File: src/rtl/ahb_lite_master_cdl.sv
// ---------------------------------------------------------------------------
// ahb_lite_master_cdl
//   Single-outstanding AHB-Lite master. A command (read/write, 4-bit address,
//   byte/halfword/word size) is accepted in IDLE. It is run as one AHB-Lite
//   transfer: an address phase, a data phase, and an optional two-cycle error
//   response. Completion produces a one-cycle rsp_valid pulse. Every state
//   with hready low counts wait cycles. The transfer is abandoned with an
//   error once TIMEOUT consecutive wait cycles have been seen.
//
// Ports
//   clk, rst          clock, asynchronous active-high reset
//   cmd_valid/ready   command handshake (ready only while idle)
//   cmd_write/addr/size/wdata   command fields, latched on acceptance
//   rsp_valid         one-cycle completion pulse
//   rsp_rdata         size-masked read data (0 on error), held until next rsp
//   rsp_error         completion status, held until next rsp
//   hsel, hwrite, haddr, htrans, hsize, hwdata   AHB-Lite master outputs
//   hrdata, hready, hresp                        AHB-Lite responder inputs
//   xfer_count        completed-command counter, wraps at 256
// ---------------------------------------------------------------------------
module ahb_lite_master_cdl #(
   parameter int unsigned TIMEOUT = 16
) (
   input  logic        clk,
   input  logic        rst,
   input  logic        cmd_valid,
   output logic        cmd_ready,
   input  logic        cmd_write,
   input  logic [3:0]  cmd_addr,
   input  logic [1:0]  cmd_size,
   input  logic [31:0] cmd_wdata,
   output logic        rsp_valid,
   output logic [31:0] rsp_rdata,
   output logic        rsp_error,
   output logic        hsel,
   output logic        hwrite,
   output logic [3:0]  haddr,
   output logic [1:0]  htrans,
   output logic [1:0]  hsize,
   output logic [31:0] hwdata,
   input  logic [31:0] hrdata,
   input  logic        hready,
   input  logic        hresp,
   output logic [7:0]  xfer_count
);

   typedef enum logic [1:0] {IDLE, ADDR, DATA, ERR} state_t;

   state_t      state;
   logic [7:0]  wait_cnt;
   logic [31:0] wdata_q;
   logic [31:0] rd_mask;
   logic        timeout_hit;

   // hsize holds the latched command size for the whole transfer.
   // timeout_hit flags the edge that would be the TIMEOUT-th wait cycle.
   always_comb begin
      rd_mask = '1;
      unique case (hsize)
         2'd0:    rd_mask = 32'h0000_00FF;
         2'd1:    rd_mask = 32'h0000_FFFF;
         default: rd_mask = '1;
      endcase
      timeout_hit = !hready && (wait_cnt == 8'(TIMEOUT - 1));
   end

   always_ff @(posedge clk or posedge rst) begin
      if (rst) begin
         state      <= IDLE;
         cmd_ready  <= 1'b0;
         rsp_valid  <= 1'b0;
         rsp_rdata  <= '0;
         rsp_error  <= 1'b0;
         hsel       <= 1'b0;
         hwrite     <= 1'b0;
         haddr      <= '0;
         htrans     <= 2'b00;
         hsize      <= '0;
         hwdata     <= '0;
         xfer_count <= '0;
         wait_cnt   <= '0;
         wdata_q    <= '0;
      end else begin
         rsp_valid <= 1'b0;
         unique case (state)
            IDLE: begin
               cmd_ready <= 1'b1;
               if (cmd_valid && cmd_ready) begin
                  haddr   <= cmd_addr;
                  hsize   <= cmd_size;
                  hwrite  <= cmd_write;
                  wdata_q <= cmd_wdata;
                  if (cmd_size == 2'd3) begin
                     // illegal size: answered immediately, bus untouched
                     rsp_valid  <= 1'b1;
                     rsp_error  <= 1'b1;
                     rsp_rdata  <= '0;
                     xfer_count <= xfer_count + 8'd1;
                  end else begin
                     state     <= ADDR;
                     cmd_ready <= 1'b0;
                     hsel      <= 1'b1;
                     htrans    <= 2'b10;
                     wait_cnt  <= '0;
                  end
               end
            end

            ADDR: begin
               if (timeout_hit) begin
                  state      <= IDLE;
                  cmd_ready  <= 1'b1;
                  hsel       <= 1'b0;
                  htrans     <= 2'b00;
                  rsp_valid  <= 1'b1;
                  rsp_error  <= 1'b1;
                  rsp_rdata  <= '0;
                  xfer_count <= xfer_count + 8'd1;
               end else if (hready) begin
                  state    <= DATA;
                  hsel     <= 1'b0;
                  htrans   <= 2'b00;
                  wait_cnt <= '0;
                  hwdata   <= hwrite ? wdata_q : '0;
               end else begin
                  wait_cnt <= wait_cnt + 8'd1;
               end
            end

            DATA: begin
               if (timeout_hit) begin
                  state      <= IDLE;
                  cmd_ready  <= 1'b1;
                  rsp_valid  <= 1'b1;
                  rsp_error  <= 1'b1;
                  rsp_rdata  <= '0;
                  xfer_count <= xfer_count + 8'd1;
               end else if (hresp) begin
                  // first cycle of the two-cycle error response
                  state <= ERR;
                  if (!hready) wait_cnt <= wait_cnt + 8'd1;
               end else if (hready) begin
                  state      <= IDLE;
                  cmd_ready  <= 1'b1;
                  rsp_valid  <= 1'b1;
                  rsp_error  <= 1'b0;
                  rsp_rdata  <= hwrite ? '0 : (hrdata & rd_mask);
                  xfer_count <= xfer_count + 8'd1;
               end else begin
                  wait_cnt <= wait_cnt + 8'd1;
               end
            end

            ERR: begin
               if (hready || timeout_hit) begin
                  state      <= IDLE;
                  cmd_ready  <= 1'b1;
                  rsp_valid  <= 1'b1;
                  rsp_error  <= 1'b1;
                  rsp_rdata  <= '0;
                  xfer_count <= xfer_count + 8'd1;
               end else begin
                  wait_cnt <= wait_cnt + 8'd1;
               end
            end

            default: state <= IDLE;
         endcase
      end
   end

endmodule
File: config.mk
export PLATFORM = sky130hd
export DESIGN_NAME = ahb_lite_master_cdl
export DESIGN_NICKNAME = d
export VERILOG_FILES = /design/src/rtl/ahb_lite_master_cdl.sv
export SDC_FILE = /design/constraint.sdc
export NUM_CORES = 1
export LEC_CHECK = 0
export ABC_CLOCK_PERIOD_IN_PS = 9100
export CAP_MARGIN = 20
export CELL_PAD_IN_SITES_DETAIL_PLACEMENT = 1
export CELL_PAD_IN_SITES_GLOBAL_PLACEMENT = 1
export CORE_AREA = 5 5 145 106
export DETAILED_ROUTE_END_ITERATION = 8
export DIE_AREA = 0 0 150 111
export PLACE_DENSITY = 0.91
export SLEW_MARGIN = 25
export SYNTH_ARGS = -nofsm -noshare
export SYNTH_HDL_FRONTEND = slang
export SYNTH_SLANG_ARGS = --single-unit
File: constraint.sdc
create_clock -name clk -period 9.1 [get_ports clk]
set_clock_uncertainty 0.05 [all_clocks]
set_input_delay 2.73 -clock clk [delete_from_list [all_inputs] [get_ports clk]]
set_output_delay 2.73 -clock clk [all_outputs]
set_load 0.01 [all_outputs]
* After elaboration in Yosys (flattened, before gate mapping) *
Index checks and enable logic that the tools add are counted.

word-level totals
  input bits = 76
  flip-flop bits (word level) = 127
  output and inout port bits = 85

cells by class
  bitwise logic cells = 2
  add/sub/neg operators = 2
  reductions and logical operators = 14
  equal/unequal tests = 19
  muxes and demuxes = 65

operators with widths
  kind                                            number
  2-to-1 mux 32 bit                               9
  one-hot mux 32 bit (4 select lines)             1
  2-to-1 mux 8 bit                                14
  one-hot mux 32 bit (2 select lines)             1
  one-hot mux 8 bit (4 select lines)              2
  AND 32 bit                                      1
  2-to-1 mux 2 bit                                11
  2-to-1 mux 1 bit                                21
  != test 2 bit (second input constant)           9
  adder 8 x 1 -> 8 bit (second input constant)    2
  one-hot mux 1 bit (4 select lines)              3
  AND reduction 6 bit                             2
  != test 3 bit (second input constant)           3
  == test 8 x 4 -> 1 bit (second input constant)  1
  one-hot mux 2 bit (4 select lines)              1
  AND reduction 4 bit                             2
  == test 2 bit (second input constant)           3
  AND reduction 5 bit                             1
  == test 2 x 1 -> 1 bit (second input constant)  2
  logical NOT 2 bit                               2
  != test 4 bit (second input constant)           1
  one-hot mux 2 bit (2 select lines)              1
  AND reduction 3 bit                             1
  logical AND 1 bit                               2
  other kinds (6)                                 6

* Longest topological paths before layout *
Gate-level depths: netlist (run 1).

  depth in word-level cells = 8
  gate-level depth with buffers = 9
  mapped depth without buffers = 7

* Worst setup path after synthesis (run 1) *
OpenSTA, ideal clock, no wires.

  path kind = input port to flip-flop
  from = in hready
  to = reg rsp_rdata[16]
  cell stages on the path = 8
  arrival time = 3863 ps
  slack = 5070 ps
  buffers on the path = 3
  cells stage by stage = nand4b_1 o211a_1 buf_6 and2_4 buf_6 buf_6 nand3_1 nand2_1

on the way
  longest elaborated chain between the ends = 5
  elaborated cells on any way between the ends = 10

ends and longest elaborated chain
  item                                  line  RTL
  start, declared                       42    input logic hready,
  logical NOT 1 bit                     n/a
  logical AND 1 bit                     64    timeout_hit = !hready && (wait_cnt == 8'(TIMEOUT - 1));
  logical OR 1 bit                      155   if (hready || timeout_hit) begin
  != test 2 bit (no source line)        n/a
  AND reduction 6 bit (no source line)  n/a
  end signal, assigned                  147   rsp_rdata <= hwrite ? '0 : (hrdata & rd_mask);
  end, declared                         33    output logic [31:0] rsp_rdata,

Several ways; a longest one is shown, not always the timed one.
A chain may end at the register's enable or synchronous reset.

* Worst setup path in the final report (run 1) *
  from = in hready
  to = reg xfer_count[4]

on the way
  longest elaborated chain between the ends = 5
  elaborated cells on any way between the ends = 10

ends and longest elaborated chain
  item                                  line  RTL
  logical NOT 1 bit                     n/a
  logical AND 1 bit                     64
  logical OR 1 bit                      155
  != test 2 bit (no source line)        n/a
  AND reduction 6 bit (no source line)  n/a
  end signal, assigned                  98    xfer_count <= xfer_count + 8'd1;
  end signal, assigned                  148   xfer_count <= xfer_count + 8'd1;
  end signal, assigned                  161   xfer_count <= xfer_count + 8'd1;
  end, declared                         44    output logic [7:0] xfer_count

Several ways; a longest one is shown, not always the timed one.

==> results of run 1 <==
-- per-layer routing --
layer / vias to the layer above / track usage [%] / share of wire (%)
met5: - / 0 / 0
li1: 1908 / - / -
met3: 20 / 5.476 / 4.7
met4: 0 / 5.302 / 1.2
met2: 100 / 34.94 / 54
met1: 2085 / 22.43 / 40
-- Yosys cell counts, drive strengths merged (2+ instances only) --
cell type | instances | area share, %
a21oi | 7 | 0.68
a22o | 3 | 0.51
and2 | 2 | 0.29
and3 | 4 | 0.49
buf | 13 | 2.1
clkbuf | 17 | 1.2
dfrtp | 125 | 61
ha | 2 | 0.49
inv | 4 | 0.29
mux2 | 40 | 8.8
nand2 | 142 | 10
nand3 | 35 | 3.9
nand4 | 4 | 0.49
nor2 | 8 | 0.58
nor2b | 2 | 0.24
o211ai | 2 | 0.29
o21ai | 41 | 4.0
xnor2 | 7 | 1.2
xor2 | 2 | 0.34
-- worst max-delay path: cells and delay by family --
kind,cells,cell delay (ns)
buffers and inverters,2,1.26
and+or+nand+nor,3,1.03
AOI/OAI and AO/OA,1,0.31
xor gates and xnor gates,1,0.22
-- report_power, final --
part           internal, mW  total (mW)  switching, mW
sequential            0.757       0.895          0.139
combinational         0.420       0.859          0.439
clock                 0.458       0.717          0.259
total                  1.64        2.47          0.836
-- area by class of cell --
class / instances / area share, %
clock buffer: 18 / 5.720
tap: 190 / 3.168
timing repair buffer: 164 / 22.14
sequential: 125 / 41.69
clock inverter: 14 / 2.601
multi-input combinational: 319 / 24.45
inverter: 4 / 0.2334
-- logic make-up after synthesis --
group                      Yosys count  share of synthesized area (%)
other                                1                        0.07301
muxes                               40                          8.770
DFF                                125                          60.90
xor gates and xnor gates             9                          1.535
AOI/OAI and AO/OA                   63                          7.162
and+or+nand+nor                    204                          17.44
buffers and inverters               34                          3.629
adders and majority gates            2                         0.4871
-- state kept, by name, summed over array words and instances, names as in the netlist --
register	flops
rsp_rdata	32
state	2
hwdata	32
htrans	1
haddr	4
wait_cnt	8
rsp_error	1
wdata_q	32
rsp_valid	1
xfer_count	8
hwrite	1
hsize	2
cmd_ready	1
-- how the worst min path moves through the flow --
stage | from | end | slack (ns)
3_3_place_gp | rsp_rdata[12]$_DFFE_PP0P_ | rsp_rdata[12]$_DFFE_PP0P_ | 0.40
4_1_cts | rsp_rdata[24]$_DFFE_PP0P_ | rsp_rdata[24]$_DFFE_PP0P_ | 0.43
3_5_place_dp | rsp_rdata[24]$_DFFE_PP0P_ | rsp_rdata[24]$_DFFE_PP0P_ | 0.41
6_report | rsp_rdata[24]$_DFFE_PP0P_ | rsp_rdata[24]$_DFFE_PP0P_ | 0.42
2_1_floorplan | wait_cnt[2]$_DFFE_PP0P_ | wait_cnt[2]$_DFFE_PP0P_ | 0.43
5_1_grt | xfer_count[7]$_DFFE_PP0P_ | xfer_count[7]$_DFFE_PP0P_ | 0.44
==> impl_metrics.yaml, run 1 <==
pwr:
  p_total_mw: 2.472
  ir_drop_mv: 0.1449
  p_leak_nw: 3.334
  p_per_area_nw_per_um2: 329.4
yosys:
  synthesis.nets: 556
  synth_seq_area_share_pct: 60.90
  ys_warn_count: 0
  synth_edf_count: 0
  synth.ff_latch_count: 125
  synth_flop_cell: "dfrtp_1"
  synth_area_um2: 5136
  yosys.cell_types.count: 43
  syn_inst: 478
  async_reset_ff_share_pct: 100.0
  avgSynthCellArea_um2: 10.75
route:
  via_count: 4113
  wirelength_um: 15560
  postRouteAntennaNets: 0
  wire_per_inst_um: 18.66
  dr.first_iter.drc_count: 149
  drc: 0
  viasPerCell: 4.932
  dr.pass1.iters: 4
timing:
  timing.slew.headroom_pct: 44.82
  tns_ns: 0
  rsz0062_at_grt: "no"
  drv_slew: 0
  fmax_ghz: 0.1888
  worst_pin_slew_ns: 0.8277
  min_period_ns: 5.297
  worst_slack_ns: 3.803
  final.period_utilization_pct: 58.21
  hold_viol: 0
  setup_viol: 0
  whs_ns: 0.4229
placement:
  place_area_um2: 6879
  hpwlAfterDp_um: 10900
  dp_cells: 802
  port_buffers: 159
  place.gp.congestion: 0.7916
  place_ws_ns: 3.371
critical_path:
  path_cells: "clkdlybuf4s50_1 > nand4b_1 > o221ai_2 > nand2_2 > inv_2 > nand4_1 > xnor2_1"
  reg2reg_to: "xfer_count[4]$_DFFE_PP0P_"
  r2r-start: "wait_cnt[4]$_DFFE_PP0P_"
  start_kind: "input port"
  reg2reg_depth: 6
  worst-setup-path-type: "in -> reg"
  startpoint: "hready"
  worst_setup_path_end_kind: "flip-flop"
  regToRegSetupSlack_ns: 6.01
  cp-endpoint: "xfer_count[4]$_DFFE_PP0P_"
  crit_fanout: 38
  arrival_ns: 5.57
  cpMaxStageDelayCell: "inv_2"
  max_stage_delay_ns: 0.73
  cp.required_ns: 9.37
final_layout:
  diodes: 0
  syn_to_final_growth_pct: 46.09
  final_util_pct: 54.80
  multi_input_area_um2: 1834
  final_area_um2: 7503
  final-seq-area_um2: 3128
  final_common_cell: "clkdlybuf4s50_1"
  fillers: 1492
  nNetsFinal: 709
  mostFrequentLayoutCells: "clkdlybuf4s50_1 (159), nand2_1 (141), dfrtp_1 (125), o21ai_0 (41), mux2_2 (40)"
  drive_gt1_share_pct: 14.13
  fin_cells: 834
global_route:
  grt_pass1_vias: 4627
  grt_antenna_before_repair: 0
  grt_pass1_wl_um: 25270
  grt_use_total_pct: 19.40
  overflow: 0
  grt_max_degree: 64
floorplan:
  die_h_um: 111
  die_area_um2: 16650
  start_util_pct: 37.51
  die_x_um: 150
  fp-row-count: 36
  design.core.area_um2: 13690
  ios: 161
clocking:
  cts_buffer_depth: 2
  htree_levels: 4
  cts_buffers: 17
  postCtsSetupRepairBufs: 0
  clkLatencyLatePin_ns: 0.41
  cts.clk_slew.worst_paths_ns: 0.06
  clock_sinks: 125
  cts_root_buf: "clkbuf_16"
  cts_tree: "built"
  cts_resized: 0
  ctsHoldBuffers: 0
flow_run:
  drv_cap: 0
outcome:
  outcome: "finished, final reports clean"
hold_path:
  worst_hold_path_type: "reg -> reg"
  hold_depth: 2
Note: power is estimated with default switching activity, not from simulation.
==> run 2: changes to the inputs <==
Settings changed: ABC_CLOCK_PERIOD_IN_PS 9100 to 4500, CORE_AREA 5 5 145 106 to 5 5 158 114, DIE_AREA 0 0 150 111 to 0 0 163 119, PLACE_DENSITY 0.91 to 0.82.
Clock period 9.1 ns to 4.5 ns, I/O delays scaled along.
==> impl_metrics.yaml, run 2 (same netlist as run 1, synthesis figures left out) <==
outcome:
  outcome: "finished, final reports clean"
clocking:
  cts_buffers: 17
  clock_sinks: 125
  ctsHoldBuffers: 0
  postCtsSetupRepairBufs: 0
  cts.clk_slew.worst_paths_ns: 0.06
  clkLatencyLatePin_ns: 0.41
  htree_levels: 4
  cts_resized: 0
  cts_root_buf: "clkbuf_16"
  cts_tree: "built"
  cts_buffer_depth: 2
critical_path:
  cpMaxStageDelayCell: "clkdlybuf4s50_1"
  max_stage_delay_ns: 0.53
  r2r-start: "wait_cnt[4]$_DFFE_PP0P_"
  regToRegSetupSlack_ns: 1.99
  worst_setup_path_end_kind: "flip-flop"
  cp.required_ns: 4.74
  crit_fanout: 38
  start_kind: "input port"
  worst-setup-path-type: "in -> reg"
  path_cells: "clkdlybuf4s50_1 > nand4b_1 > o221ai_2 > nand2_2 > inv_2 > nand4_1 > xnor2_1"
  reg2reg_to: "xfer_count[5]$_DFFE_PP0P_"
  reg2reg_depth: 6
  arrival_ns: 3.56
placement:
  dp_cells: 838
  port_buffers: 159
  hpwlAfterDp_um: 10880
  place.gp.congestion: 0.8228
floorplan:
  fp-row-count: 39
  ios: 161
  design.core.area_um2: 16200
  die_x_um: 163
  start_util_pct: 31.70
  die_h_um: 119
  die_area_um2: 19400
route:
  met3_length_um: 742
  wire_per_inst_um: 17.82
  postRouteAntennaNets: 0
  dr_wl_met2_um: 8013
  routed.top_layer: "met4"
  viasPerCell: 4.720
  drc: 0
  dr.pass1.iters: 5
  via_count: 4106
  drt-met1-wl_um: 6590
  dr.first_iter.drc_count: 217
  wirelength_um: 15510
pwr:
  power.share.clock_pct: 26.8
  p_per_area_nw_per_um2: 645.4
  switching_share_pct: 34.83
  p_leak_nw: 3.298
  power_switching_mw: 1.680
  power_frac_comb_pct: 35.6
  power.internal_mw: 3.143
  seq_power_share_pct: 37.5
  ir_drop_mv: 0.2464
timing:
  timing.slew.headroom_pct: 45.53
  worst_pin_slew_ns: 0.8170
  final.period_utilization_pct: 73.68
  setup_viol: 0
  tns_ns: 0
  fmax_ghz: 0.3016
  rsz0062_at_grt: "no"
  min_period_ns: 3.315
  drv_slew: 0
  hold_viol: 0
final_layout:
  final_common_cell: "clkdlybuf4s50_1"
  mostFrequentLayoutCells: "clkdlybuf4s50_1 (159), nand2_1 (141), dfrtp_1 (125), o21ai_0 (41), mux2_2 (40)"
  reg_top3: "hwdata x32, rsp_rdata x32, wdata_q x32"
  syn_to_final_growth_pct: 45.51
  fin_cells: 870
  nNetsFinal: 710
  diodes: 0
  drive_gt1_share_pct: 14.26
global_route:
  overflow: 0
  grt_antenna_before_repair: 0
  grt_max_degree: 66
  grt_pass1_wl_um: 25250
  grt_use_total_pct: 16.32
  grt_pass1_vias: 4642
hold_path:
  hp-start: "rsp_rdata[26]$_DFFE_PP0P_"
  worst_hold_path_type: "reg -> reg"
  min_to: "rsp_rdata[26]$_DFFE_PP0P_"
  hold_depth: 2
flow_run:
  drv_cap: 0
[run 2: critical path: cells and delay by family]
kind                   cells  cell delay [ns]
AO/OA/AOI/OAI              1             0.31
buffers and inverters      2             1.06
AND/OR/NAND/NOR            3             0.67
XOR/XNOR                   1             0.17
[run 2: metal layers]
layer	vias to the layer above	track usage [%]
met5	-	0
met4	0	4.243
met3	16	4.938
met2	95	28.47
met1	2089	19.75
li1	1906	-
[run 2: layout make-up]
class,count,area (um2)
sequential,125,3128
fill,1793,8727
inverter,4,18.77
clock buffer,19,442.9
timing repair buffer,165,1649
clock inverter,13,118.9
tap,225,281.5
multi-input combinational,319,1834
[run 2: through the flow]
| stage | setup WS (ns) | power (mW) | utilization [%] | instance area (um2) | hold slack, ns |
|---|---|---|---|---|---|
| detailed placement | 0.7964 | 3.562 | 42.66 | 6912 | 0.4080 |
| global placement | 0.9265 | 3.436 | 42.66 | 6912 | 0.4017 |
| global route | 1.016 | 5.126 | 46.13 | 7473 | 0.4472 |
| finish | 1.185 | 4.823 | 46.13 | 7473 | 0.4199 |
| floorplan | 1.561 | 2.734 | - | 5140 | 0.4284 |
| CTS | 1.210 | 4.888 | 46.13 | 7473 | 0.4205 |
[run 2: worst max-delay path by stage]
| stage | start | to | slack (ns) |
|---|---|---|---|
| 2_1_floorplan | rst | cmd_ready$_DFFE_PP0P_ | 1.56 |
| 3_3_place_gp | hready | xfer_count[5]$_DFFE_PP0P_ | 0.93 |
| 3_5_place_dp | hready | xfer_count[5]$_DFFE_PP0P_ | 0.80 |
| 4_1_cts | hready | xfer_count[5]$_DFFE_PP0P_ | 1.21 |
| 5_1_grt | hready | xfer_count[5]$_DFFE_PP0P_ | 1.02 |
| 6_report | hready | xfer_count[5]$_DFFE_PP0P_ | 1.18 |
[run 2: power groups by stage]
stage,clock [mW],combinational [mW],sequential (mW)
5_1_grt,1.38,1.88,1.87
4_1_cts,1.32,1.75,1.81
3_3_place_gp,0,1.65,1.79
3_5_place_dp,0,1.74,1.83
6_report,1.29,1.72,1.81
2_1_floorplan,0,0.879,1.85
==> run 3: changes to the inputs <==
Settings changed: ABC_CLOCK_PERIOD_IN_PS 4500 to 3200, CORE_AREA 5 5 158 114 to 5 5 151 110, DIE_AREA 0 0 163 119 to 0 0 156 115, PLACE_DENSITY 0.82 to 0.85.
Clock period 4.5 ns to 3.2 ns, I/O delays scaled along.
==> impl_metrics.yaml, run 3 (same netlist as run 1, synthesis figures left out) <==
floorplan:
  start_util_pct: 34.08
  die_area_um2: 17940
  die_x_um: 156
  ios: 161
  fp-row-count: 38
  die_h_um: 115
  design.core.area_um2: 15070
route:
  drc: 0
  postRouteAntennaNets: 0
  dr.first_iter.drc_count: 146
  dr.pass1.iters: 4
  wirelength_um: 15120
  wire_per_inst_um: 17.85
  viasPerCell: 4.816
  via_count: 4079
final_layout:
  diodes: 0
  drive_gt1_share_pct: 14.68
  reg_top3: "hwdata x32, rsp_rdata x32, wdata_q x32"
  mostFrequentLayoutCells: "clkdlybuf4s50_1 (159), nand2_1 (141), dfrtp_1 (125), o21ai_0 (41), mux2_2 (40)"
  syn_to_final_growth_pct: 47.67
  nNetsFinal: 713
  fillers: 1587
  final_common_cell: "clkdlybuf4s50_1"
  final_area_um2: 7585
  final_util_pct: 50.32
clocking:
  clock_sinks: 125
  cts_tree: "built"
  cts.clk_slew.worst_paths_ns: 0.06
  cts_resized: 0
  ctsHoldBuffers: 0
  cts_root_buf: "clkbuf_16"
  cts_buffers: 17
  postCtsSetupRepairBufs: 0
  htree_levels: 4
  cts_buffer_depth: 2
  clkLatencyLatePin_ns: 0.40
critical_path:
  reg2reg_to: "rsp_rdata[11]$_DFFE_PP0P_"
  r2r-start: "wait_cnt[4]$_DFFE_PP0P_"
  regToRegSetupSlack_ns: 1.06
  start_kind: "input port"
  reg2reg_depth: 5
  worst_setup_path_end_kind: "flip-flop"
  crit_fanout: 10
  cp.required_ns: 3.49
  arrival_ns: 2.92
  worst-setup-path-type: "in -> reg"
timing:
  rsz0062_at_grt: "no"
  worst_pin_slew_ns: 0.5685
  timing.slew.headroom_pct: 62.10
  fmax_ghz: 0.3800
  setup_viol: 0
  hold_viol: 0
  min_period_ns: 2.631
  final.period_utilization_pct: 82.23
  worst_slack_ns: 0.5686
  whs_ns: 0.4161
  drv_slew: 0
  tns_ns: 0
placement:
  place.gp.congestion: 0.8146
  port_buffers: 159
  place_area_um2: 6940
  hpwlAfterDp_um: 10610
  place_ws_ns: 0.1787
global_route:
  grt_use_total_pct: 17.14
  grt_pass1_wl_um: 24160
  overflow: 0
  grt_max_degree: 66
  grt_antenna_before_repair: 0
  grt_pass1_vias: 4625
pwr:
  p_leak_nw: 3.368
  p_per_area_nw_per_um2: 940.4
  ir_drop_mv: 0.3855
hold_path:
  worst_hold_path_type: "reg -> reg"
  min_to: "rsp_rdata[8]$_DFFE_PP0P_"
  hp-start: "rsp_rdata[8]$_DFFE_PP0P_"
  hold_depth: 2
flow_run:
  drv_cap: 0
outcome:
  outcome: "finished, final reports clean"
-- run 3: cell types whose count changed in the layout (fill, tap and decap cells not counted), sizes merged --
cell | previous run | this run
clkinv | 7 | 6
buf | 6 | 9
clkinvlp | 5 | 3
bufinv | 1 | 5
clkbuf | 19 | 17
-- run 3: worst max path at each step --
stage,from,endpoint,cells after the start
floorplan,rst,cmd_ready$_DFFE_PP0P_,1
detailed placement,hready,rsp_rdata[11]$_DFFE_PP0P_,6
global placement,hready,rsp_rdata[14]$_DFFE_PP0P_,6
global route,hready,rsp_rdata[9]$_DFFE_PP0P_,6
CTS,hready,rsp_rdata[11]$_DFFE_PP0P_,6
finish,hready,rsp_rdata[11]$_DFFE_PP0P_,6
-- run 3: worst max-delay path, stage by stage --
cell,delay [ns]
clkdlybuf4s50_1,0.60
nand4b_1,0.28
o211a_1,0.45
o21a_1,0.40
nand3_1,0.14
nand2_1,0.09
-- run 3: final cells by class --
| class | count | area, um2 | area share [%] |
|---|---|---|---|
| Timing Repair Buffer | 168 | 1709 | 22.53 |
| Inverter | 4 | 18.77 | 0.2474 |
| Clock buffer | 17 | 425.4 | 5.609 |
| Clock inverter | 14 | 219.0 | 2.887 |
| Tap cell | 200 | 250.2 | 3.299 |
| Sequential cell | 125 | 3128 | 41.24 |
| Multi-Input combinational cell | 319 | 1834 | 24.18 |
-- run 3: report_power, final --
part / internal (mW) / leakage (nW) / switching (mW)
registers: 2.15 / 1.61 / 0.397
clock network: 1.38 / 0.309 / 0.722
logic: 1.23 / 1.45 / 1.25
-- run 3: per-layer routing --
| layer | wire (um) | GRT usage (%) | part of all wire [%] |
|---|---|---|---|
| met2 | 7803 | 30.13 | 52 |
| met5 | 0 | 0 | 0 |
| met1 | 6333 | 20.65 | 42 |
| met3 | 819 | 5.117 | 5.4 |
| met4 | 166 | 4.606 | 1.1 |
-- run 3: per-stage QoR --
stage | power (mW) | cells
final | 7.133 | 847
after detailed placement | 5.066 | 816
after CTS | 7.233 | 847
after global routing | 7.558 | 847
after global placement | 4.890 | 816
after floorplan | 3.845 | 478
